$ cat src/rtl/seven_segment_to_bcd_capture_if.sv
// seven_segment_to_bcd_capture_if: display-side scan bus and captured-frame outputs
interface seven_segment_to_bcd_capture_if #(parameter int NUM_DIGITS = 4);
    logic [6:0]              seg_in;
    logic [NUM_DIGITS-1:0]   an_in;
    logic                    clear;
    logic [4*NUM_DIGITS-1:0] frame_bcd;
    logic                    frame_valid;
    logic [NUM_DIGITS-1:0]   digit_valid;
    logic                    pattern_err;
    logic                    sel_err;
    modport master (
        output seg_in, an_in, clear,
        input  frame_bcd, frame_valid, digit_valid, pattern_err, sel_err
    );
    modport slave (
        input  seg_in, an_in, clear,
        output frame_bcd, frame_valid, digit_valid, pattern_err, sel_err
    );
endinterface

$ cat src/rtl/seven_segment_to_bcd_capture.sv
// seven_segment_to_bcd_capture: debounces a multiplexed active-low 7-seg bus and rebuilds BCD frames
module seven_segment_to_bcd_capture #(
    parameter int NUM_DIGITS    = 4,
    parameter int STABLE_CYCLES = 4
) (
    input logic clk,
    input logic rst_n,
    seven_segment_to_bcd_capture_if.slave bus
);
    localparam int SW = NUM_DIGITS + 7;
    localparam int CW = $clog2(STABLE_CYCLES);
    localparam logic [CW-1:0] CNT_MAX = CW'(STABLE_CYCLES - 1);

    function automatic logic [3:0] decode(input logic [6:0] s);
        case (s)
            7'b1000000: decode = 4'h0;
            7'b1111001: decode = 4'h1;
            7'b0100100: decode = 4'h2;
            7'b0110000: decode = 4'h3;
            7'b0011001: decode = 4'h4;
            7'b0010010: decode = 4'h5;
            7'b0000010: decode = 4'h6;
            7'b1111000: decode = 4'h7;
            7'b0000000: decode = 4'h8;
            7'b0011000: decode = 4'h9;
            7'b1111111: decode = 4'hF;
            default:    decode = 4'hE;
        endcase
    endfunction

    logic [SW-1:0]           samp_q, samp_d, cur;
    logic [CW-1:0]           cnt_q, cnt_d;
    logic                    committed_q, committed_d;
    logic [4*NUM_DIGITS-1:0] slot_q, slot_d, frame_bcd_q, frame_bcd_d;
    logic [NUM_DIGITS-1:0]   digit_valid_q, digit_valid_d, sel;
    logic                    frame_valid_q, frame_valid_d;
    logic                    pattern_err_q, pattern_err_d, sel_err_q, sel_err_d;
    logic                    same, commit;
    logic [3:0]              nib;

    always_comb begin
        cur           = {bus.an_in, bus.seg_in};
        same          = cur == samp_q;
        commit        = same && cnt_q == CNT_MAX && !committed_q;
        sel           = ~bus.an_in;
        nib           = decode(bus.seg_in);
        samp_d        = cur;
        cnt_d         = !same ? '0 : (cnt_q == CNT_MAX ? cnt_q : cnt_q + CW'(1));
        committed_d   = same && (committed_q || commit);
        slot_d        = slot_q;
        digit_valid_d = digit_valid_q;
        frame_bcd_d   = frame_bcd_q;
        frame_valid_d = 1'b0;
        pattern_err_d = pattern_err_q;
        sel_err_d     = sel_err_q;
        // exactly one low anode means a real digit; all-high is blanking between digits
        if (commit && sel != '0 && (sel & (sel - NUM_DIGITS'(1))) == '0) begin
            for (int i = 0; i < NUM_DIGITS; i++)
                if (sel[i]) begin
                    slot_d[4*i +: 4] = nib;
                    digit_valid_d[i] = 1'b1;
                end
            pattern_err_d = pattern_err_q | (nib == 4'hE);
            if (&digit_valid_d) begin
                frame_bcd_d   = slot_d;
                frame_valid_d = 1'b1;
                digit_valid_d = '0;
            end
        end else if (commit && sel != '0)
            sel_err_d = 1'b1;
        if (bus.clear) begin
            cnt_d         = '0;
            committed_d   = 1'b0;
            slot_d        = '1;
            digit_valid_d = '0;
            frame_bcd_d   = frame_bcd_q;
            frame_valid_d = 1'b0;
            pattern_err_d = 1'b0;
            sel_err_d     = 1'b0;
        end
    end

    always_ff @(posedge clk) begin
        if (!rst_n) begin
            samp_q        <= '0;
            cnt_q         <= '0;
            committed_q   <= 1'b0;
            slot_q        <= '1;
            digit_valid_q <= '0;
            frame_bcd_q   <= '1;
            frame_valid_q <= 1'b0;
            pattern_err_q <= 1'b0;
            sel_err_q     <= 1'b0;
        end else begin
            samp_q        <= samp_d;
            cnt_q         <= cnt_d;
            committed_q   <= committed_d;
            slot_q        <= slot_d;
            digit_valid_q <= digit_valid_d;
            frame_bcd_q   <= frame_bcd_d;
            frame_valid_q <= frame_valid_d;
            pattern_err_q <= pattern_err_d;
            sel_err_q     <= sel_err_d;
        end
    end

    assign bus.frame_bcd   = frame_bcd_q;
    assign bus.frame_valid = frame_valid_q;
    assign bus.digit_valid = digit_valid_q;
    assign bus.pattern_err = pattern_err_q;
    assign bus.sel_err     = sel_err_q;
endmodule

$ cat src/flat_wrapper.sv
// flat-port wrapper written by rule: the top's interface ports become plain ports
module seven_segment_to_bcd_capture_flat 
#(
    parameter int NUM_DIGITS    = 4,
    parameter int STABLE_CYCLES = 4
)
  (clk, rst_n, bus_seg_in, bus_an_in, bus_clear, bus_frame_bcd, bus_frame_valid, bus_digit_valid, bus_pattern_err, bus_sel_err);
  seven_segment_to_bcd_capture_if #(.NUM_DIGITS(NUM_DIGITS)) bus_i ();
  input logic clk;
  input logic rst_n;
  input wire logic [$bits(bus_i.seg_in)-1:0] bus_seg_in;
  input wire logic [$bits(bus_i.an_in)-1:0] bus_an_in;
  input wire logic [$bits(bus_i.clear)-1:0] bus_clear;
  output wire logic [$bits(bus_i.frame_bcd)-1:0] bus_frame_bcd;
  output wire logic [$bits(bus_i.frame_valid)-1:0] bus_frame_valid;
  output wire logic [$bits(bus_i.digit_valid)-1:0] bus_digit_valid;
  output wire logic [$bits(bus_i.pattern_err)-1:0] bus_pattern_err;
  output wire logic [$bits(bus_i.sel_err)-1:0] bus_sel_err;
  assign bus_i.seg_in = bus_seg_in;
  assign bus_i.an_in = bus_an_in;
  assign bus_i.clear = bus_clear;
  assign bus_frame_bcd = bus_i.frame_bcd;
  assign bus_frame_valid = bus_i.frame_valid;
  assign bus_digit_valid = bus_i.digit_valid;
  assign bus_pattern_err = bus_i.pattern_err;
  assign bus_sel_err = bus_i.sel_err;
  seven_segment_to_bcd_capture #(.NUM_DIGITS(NUM_DIGITS), .STABLE_CYCLES(STABLE_CYCLES)) u_core (.clk(clk), .rst_n(rst_n), .bus(bus_i));
endmodule
$ cat config.mk
export PLATFORM = sky130hd
export DESIGN_NAME = seven_segment_to_bcd_capture_flat
export DESIGN_NICKNAME = d
export VERILOG_FILES = /design/src/rtl/seven_segment_to_bcd_capture_if.sv /design/src/rtl/seven_segment_to_bcd_capture.sv /design/src/flat_wrapper.sv
export SDC_FILE = /design/constraint.sdc
export NUM_CORES = 1
export LEC_CHECK = 0
export CAP_MARGIN = 20
export CORE_UTILIZATION = 54
export CTS_CLUSTER_DIAMETER = 200
export CTS_CLUSTER_SIZE = 25
export DETAILED_ROUTE_END_ITERATION = 7
export HOLD_SLACK_MARGIN = 0.05
export PLACE_DENSITY = 0.79
export REMOVE_ABC_BUFFERS = 1
export SLEW_MARGIN = 20
export SYNTH_ARGS = -nofsm -noshare
export SYNTH_HDL_FRONTEND = slang
export SYNTH_SLANG_ARGS = --single-unit
$ cat constraint.sdc
create_clock -name clk -period 2.5 [get_ports clk]
set_input_delay 0.25 -clock clk [delete_from_list [all_inputs] [get_ports clk]]
set_output_delay 0.25 -clock clk [all_outputs]
set_load 0.03 [all_outputs]
==> reports/qor.csv, run 1 <==
stage;metric;value;unit
yosys;yosysWarnings;0;
floorplan;die_w;71.7;um
timing;tightest_slew;0.638;ns
timing;setup_violations;0;
setup_path;cp.required;2.68;ns
placed_design;dp_hpwl;4.33;mm
setup_path;cp_slowest_cell;clkdlybuf4s50_1;
clocking;hold_buffers;0;
setup_path;cp_max_fo;11;
yosys;yosysSeqAreaShare;0.405;
setup_path;crit_chain;clkdlybuf4s50_1 -> xor2_1 -> nor4_2 -> nand4_1 -> nor4_4 -> buf_12 -> mux2i_1 -> nand2_1;
yosys;postSynthAreaPerCell;9.27;um^2
power_and_ir_drop;p_leak;1.24;nW
setup_path;crit_family;simple AND/OR/NAND/NOR gates;
floorplan;ios;37;
clocking;cts.clk_slew.worst_paths;0.10;ns
timing;finalHoldViolCount;0;
clocking;h-tree-depth;2;
setup_path;r2r_slack;0.42;ns
finish;area_growth;22.8;%
setup_path;end_kind;flip-flop;
timing;rsz0062_at_grt;false;
route;initialDrtViolationCount;89;
yosys;synthArstFlopShare;0;
yosys;syn_inst;283;
timing;timing.final.crit_period;2.24;ns
floorplan;fp.coreArea;0.00450;mm^2
floorplan;start_util;0.582;
placed_design;io_buffers;36;
run;max-cap-violations;0;
setup_path;cp_slowest_stage_delay;0.59;ns
hold_path;hp-start;u_core.bus.frame_bcd[5];
route;antenna_left;0;
clocking;cts_made_buffers;5;
power_and_ir_drop;powerDensity;502;mW/mm^2
route;dr.pass1.iters;4;
clocking;cts_tree;built;
status;status;completed;
grt;grtUsageTotal;0.240;
clocking;cts_resized;0;
route;wl;5.84;mm
route;via_per_inst;5.63;
grt;grt_max_degree;17;
floorplan;rows;24;
route;routedWlPerCell;15.2;um
setup_path;arrival;2.42;ns
setup_path;cp-start-kind;primary input;
hold_path;hp-class;flip-flop to flip-flop;
timing;max-slew-margin-rel;0.573;
grt;grt_pass1_vias;2037;
setup_path;path_class;primary input to flip-flop;
clocking;clock-sinks;53;
grt;grt_first_pass_wirelength;9.60;mm
yosys;synth-edff-count;0;
timing;slew_violations;0;
grt;grt.overflow.total;0;
finish;fin_cells;385;
yosys;syn-cell-area;0.00262;mm^2
setup_path;startpoint;bus_seg_in[6];
timing;period_share;0.898;
floorplan;dieHeight;71.7;um
yosys;ys_types;58;
grt;antenna_found_initial;0;
finish;drive_gt1_frac;0.165;
route;vias;2169;
placed_design;placed_cells_incl_taps;377;
finish;nNetsFinal;347;
power_and_ir_drop;ir_drop;0.306;mV
yosys;synth-seq-cells;53;
clocking;ctsLongestPathBuffers;2;
yosys;yosysTopAreaCell;dfxtp_1;
finish;nFillCells;361;
yosys;synth_flop_cell;dfxtp_1;
clocking;clock-root-buffer;clkbuf_8;
route;drc_errors;0;
clocking;cts_setup_buffers;0;
yosys;yosys.area.top_type_share;0.405;
setup_path;critPathBufInv;2;
clocking;clkLatencyLatePin;0.30;ns
setup_path;crit-reg2reg-launch;u_core.bus.digit_valid[2];
finish;num_antenna_cells;0;
placed_design;routabilityCongestion;0.891;
timing;finalWorstSetupSlack;0.255;ns
timing;max_freq;446;MHz
yosys;synth.area.top_cells;dfxtp_1 (40%), mux2i_1 (8.0%), nand2_1 (5.4%);
timing;fin_skew;0.00777;ns
placed_design;place_ws;-0.0588;ns
floorplan;die-area;0.00514;mm^2
## worst min-delay path, stage by stage (launching register included)
cell and delay [ns]:
dfxtp_1 0.32, nand2_1 0.05, nand3_1 0.06
## Yosys cell counts (2+ instances only)
| master | count |
|---|---|
| a211oi_1 | 2 |
| a21boi_0 | 2 |
| a31o_2 | 2 |
| and2_1 | 10 |
| and2_2 | 2 |
| and3_1 | 3 |
| buf_2 | 3 |
| buf_6 | 5 |
| clkbuf_1 | 5 |
| clkbuf_4 | 3 |
| clkbuf_8 | 2 |
| dfxtp_1 | 53 |
| inv_1 | 5 |
| mux2i_1 | 21 |
| nand2_1 | 38 |
| nand2b_1 | 9 |
| nand3_1 | 13 |
| nand4_1 | 4 |
| nor2_1 | 17 |
| nor3_1 | 5 |
| nor3_2 | 3 |
| nor4_1 | 2 |
| nor4_2 | 2 |
| nor4_4 | 2 |
| o211ai_1 | 12 |
| o21a_1 | 3 |
| o21ai_0 | 9 |
| o21ai_1 | 3 |
| or2_2 | 2 |
| or2b_1 | 2 |
| xnor2_1 | 2 |
| xor2_1 | 11 |
## flip-flops by register name, indices dropped and copies added, names as in the netlist
register	count
u_core.bus.frame_valid	1
u_core.cnt_q	2
u_core.committed_q	1
u_core.bus.pattern_err	1
u_core.slot_q	16
u_core.bus.frame_bcd	16
u_core.bus.digit_valid	4
u_core.bus.sel_err	1
u_core.samp_q	11
## per-layer routing
| metal | global-route usage | wire (um) |
|---|---|---|
| met5 | 0 | 0 |
| met3 | 0.0366 | 318 |
| met2 | 0.405 | 2810 |
| met4 | 0.0915 | 123 |
| met1 | 0.311 | 2580 |
## per-stage QoR
step | util | hold slack (ns) | instance area, um^2 | TNS (ns) | total power, mW
2_1_floorplan | - | 0.312 | 2450 | 0 | 0.950
3_3_place_gp | 0.690 | 0.444 | 3110 | 0 | 1.05
3_5_place_dp | 0.690 | 0.451 | 3110 | -0.166 | 1.05
4_1_cts | 0.715 | 0.475 | 3220 | 0 | 1.63
5_1_grt | 0.715 | 0.487 | 3220 | 0 | 1.67
6_report | 0.715 | 0.470 | 3220 | 0 | 1.62
## area by class of cell
cell class                 count  area, um^2  share of cell area
sequential                    53        1060               0.330
timing repair buffer          63         588               0.183
inverter                       5        18.8             0.00583
tap                           52        65.1              0.0202
clock buffer                   6        72.6              0.0225
clock inverter                 2        38.8              0.0120
multi-input combinational    204        1380               0.427
## path summary, 6_finish.rpt
| path | endpoint | cells after the start |
|---|---|---|
| setup / recovery | u_core.bus.frame_bcd[7] | 8 |
| hold / removal | u_core.bus.frame_bcd[5] | 2 |
| setup reg to reg | u_core.bus.frame_bcd[7] | 8 |
| hold reg to reg | u_core.bus.frame_bcd[5] | 2 |
## layout by cell type (no fill, tap or decap), drive strengths merged, types with 3 or more instances in the layout
cell and instances:
clkdlybuf4s50 36, nand2 38, nor2 17, clkbuf 6
o21ai 12, nand3 13, nand2b 9, nor4 6
inv 5, dfxtp 53, nor3 8, nand4 5
mux2i 21, buf 27, o21a 3, and2 12
and3 4, xor2 12, o211ai 12
## kinds of logic (layout without fill, tap and decap cells)
logic type / Yosys count / after routing / share of synthesized area
mux: 21 / 21 / 0.0802
flops: 53 / 53 / 0.405
simple gates: 125 / 125 / 0.272
fa+ha+maj: 2 / 2 / 0.00859
compound gates: 42 / 42 / 0.114
buf+inv: 26 / 76 / 0.0711
xor+xnor: 14 / 14 / 0.0496
## report_power, final
| part | internal (mW) | switching (mW) | total (mW) |
|---|---|---|---|
| registers | 0.853 | 0.00434 | 0.857 |
| logic | 0.0751 | 0.102 | 0.177 |
| clock network | 0.301 | 0.281 | 0.582 |
No activity file was read; power rests on OpenSTA's default activity.
==> inputs of run 2 (changes only) <==
- CAP_MARGIN: 20 -> default
- CORE_ASPECT_RATIO: default -> 0.7
==> reports/qor.csv, run 2 (same netlist as run 1, synthesis figures left out) <==
stage;metric;value;unit;change
hold_path;hp-start;u_core.bus.frame_bcd[8];;was u_core.bus.frame_bcd[5]
setup_path;crit_chain;clkdlybuf4s50_1 -> buf_4 -> maj3_1 -> a21oi_2 -> nor3_2 -> buf_4 -> mux2i_1 -> nand2_1;;was clkdlybuf4s50_1 -> xor2_1 -> nor4_2 -> nand4_1 -> nor4_4 -> buf_12 -> mux2i_1 -> nand2_1
clocking;clkLatencyLatePin;0.31;ns;was 0.30 ns
route;wl;5.67;mm;was 5.84 mm
floorplan;start_util;0.582;;unchanged
status;status;completed;;unchanged
finish;mostFrequentLayoutCells;dfxtp_1 (53), nand2_1 (38), clkdlybuf4s50_1 (36);;unchanged
clocking;ctsLongestPathBuffers;2;;unchanged
placed_design;dp_hpwl;4.18;mm;was 4.33 mm
floorplan;ios;37;;unchanged
timing;setup-tns-final;0;ns;unchanged
grt;grtUsageTotal;0.243;;was 0.240
clocking;cts_resized;0;;unchanged
grt;grt_first_pass_wirelength;9.45;mm;was 9.60 mm
finish;nFillCells;374;;was 361
route;via_per_inst;5.65;;was 5.63
clocking;cts_setup_buffers;0;;unchanged
route;dr.pass1.iters;4;;unchanged
route;vias;2197;;was 2,169
setup_path;r2r_cells;8;;unchanged
clocking;hold_buffers;0;;unchanged
timing;period_share;0.858;;was 0.898
placed_design;io_buffers;36;;unchanged
finish;seq_area;0.00106;mm^2;unchanged
finish;num_antenna_cells;0;;unchanged
finish;fin_util;0.711;;was 0.715
timing;timing.final.crit_period;2.14;ns;was 2.24 ns
clocking;cts.clk_slew.worst_paths;0.10;ns;about the same
clocking;clock-root-buffer;clkbuf_8;;unchanged
grt;grt.overflow.total;0;;unchanged
finish;multiInputGateArea;0.00138;mm^2;unchanged
setup_path;path_class;primary input to flip-flop;;unchanged
timing;max-slew-margin-rel;0.657;;was 0.573
setup_path;critical_path.endpoint;u_core.slot_q[13];;was u_core.bus.frame_bcd[7]
clocking;h-tree-depth;2;;unchanged
floorplan;die_w;85.3;um;was 71.7 um
setup_path;r2r_slack;0.45;ns;was 0.42 ns
timing;finalHoldViolCount;0;;unchanged
finish;area_growth;22.1;%;was 22.8%
setup_path;startpoint;bus_an_in[2];;was bus_seg_in[6]
floorplan;fp.coreArea;0.00450;mm^2;unchanged
floorplan;rows;20;;was 24
setup_path;cp.required;2.70;ns;was 2.68 ns
placed_design;dpl_cell_area;0.00311;mm^2;about the same
grt;grt_max_degree;19;;was 17
timing;tightest_slew;0.513;ns;was 0.638 ns
setup_path;arrival;2.34;ns;was 2.42 ns
route;routedWlPerCell;14.6;um;was 15.2 um
timing;slew_violations;0;;unchanged
setup_path;cp_slowest_cell;clkdlybuf4s50_1;;unchanged
hold_path;hp-class;flip-flop to flip-flop;;unchanged
setup_path;cpMostUsedCell;buf_4;;
route;antenna_left;0;;unchanged
route;m1WireLength;2.79;mm;was 2.58 mm
power_and_ir_drop;p_leak;1.22;nW;was 1.24 nW
finish;final_common_cell;dfxtp_1;;unchanged
route;dr.max_layer_used;met4;;unchanged
setup_path;crit-reg2reg-launch;u_core.bus.digit_valid[1];;was u_core.bus.digit_valid[2]
placed_design;routabilityCongestion;0.923;;was 0.891
timing;rsz0062_at_grt;false;;unchanged
route;initialDrtViolationCount;115;;was 89
setup_path;r2r-end;u_core.bus.frame_bcd[15];;was u_core.bus.frame_bcd[7]
setup_path;end_kind;flip-flop;;unchanged
timing;setup_violations;0;;unchanged
route;wl_met3;311;um;was 318 um
power_and_ir_drop;powerDensity;479;mW/mm^2;was 502 mW/mm^2
clocking;clock-sinks;53;;unchanged
grt;antenna_found_initial;0;;unchanged
clocking;cts_tree;built;;unchanged
floorplan;die-area;0.00514;mm^2;about the same
clocking;cts_made_buffers;5;;unchanged
route;drc_errors;0;;unchanged
grt;grt_pass1_vias;1957;;was 2,037
power_and_ir_drop;ir_drop;0.268;mV;was 0.306 mV
finish;nNetsFinal;348;;was 347
run;max-cap-violations;0;;unchanged
timing;fin_skew;0.00555;ns;was 0.00777 ns
floorplan;dieHeight;60.3;um;was 71.7 um
setup_path;cp_slowest_stage_delay;0.55;ns;was 0.59 ns
route;wl_met2;2.53;mm;was 2.81 mm
finish;drive_gt1_frac;0.171;;was 0.165
timing;max_freq;466;MHz;was 446 MHz
setup_path;cp-start-kind;primary input;;unchanged
setup_path;cp_max_fo;8;;was 11
finish;stdcell_area;0.00320;mm^2;was 0.00322 mm^2
run 2: cell types whose count changed in the layout (fill, tap and decap cells not counted), sizes merged:
cell and delta:
buf +1, clkbuf -1, clkinvlp +2, clkinv -1, bufinv -1, inv +1
run 2: final cells by class:
| cell class | instances | area share |
|---|---|---|
| Inverter | 5 | 0.00586 |
| Tap cell | 55 | 0.0215 |
| Clock inverter | 3 | 0.00821 |
| Timing Repair Buffer | 64 | 0.182 |
| Multi-Input combinational cell | 204 | 0.429 |
| Clock buffer | 5 | 0.0215 |
| Sequential cell | 53 | 0.331 |
run 2: worst max-delay path, delay by kind of cell:
| kind | cells | cell delay (ns) |
|---|---|---|
| AOI/OAI and AO/OA | 1 | 0.45 |
| adders and majority gates | 1 | 0.36 |
| muxes | 1 | 0.17 |
| buffers and inverters | 3 | 0.95 |
| and+or+nand+nor | 2 | 0.16 |
run 2: metrics by stage:
stage	power (mW)	hold slack (ns)	worst slack [ns]	cells
CTS	1.54	0.474	0.361	389
global route	1.59	0.489	0.212	389
detailed placement	1.05	0.449	0.0247	381
floorplan	0.950	0.312	0.315	262
global placement	1.05	0.444	0.0692	381
finish	1.53	0.472	0.356	389
run 2: power by group:
part	internal, mW	switching [mW]
clock network	0.204	0.294
registers	0.853	0.00428
logic	0.0750	0.102
run 2: per-layer routing:
metal,up-vias,GRT usage
li1,1088,-
met1,1035,0.345
met2,69,0.388
met3,5,0.0428
met4,0,0.0619
met5,-,0
run 2: worst min path at each step:
stage                                    end  slack (ns)  depth (start not counted)
global route              u_core.committed_q        0.49                          2
floorplan           u_core.bus.frame_bcd[11]        0.31                          1
CTS                  u_core.bus.frame_bcd[8]        0.47                          2
detailed placement          u_core.slot_q[5]        0.45                          2
global placement          u_core.committed_q        0.44                          2
finish               u_core.bus.frame_bcd[8]        0.47                          2
==> inputs of run 3 (changes only) <==
- SETUP_SLACK_MARGIN: default -> 0.2
==> results of run 3 <==
The final DEF is identical to that of run 2; final timing and power are the same.
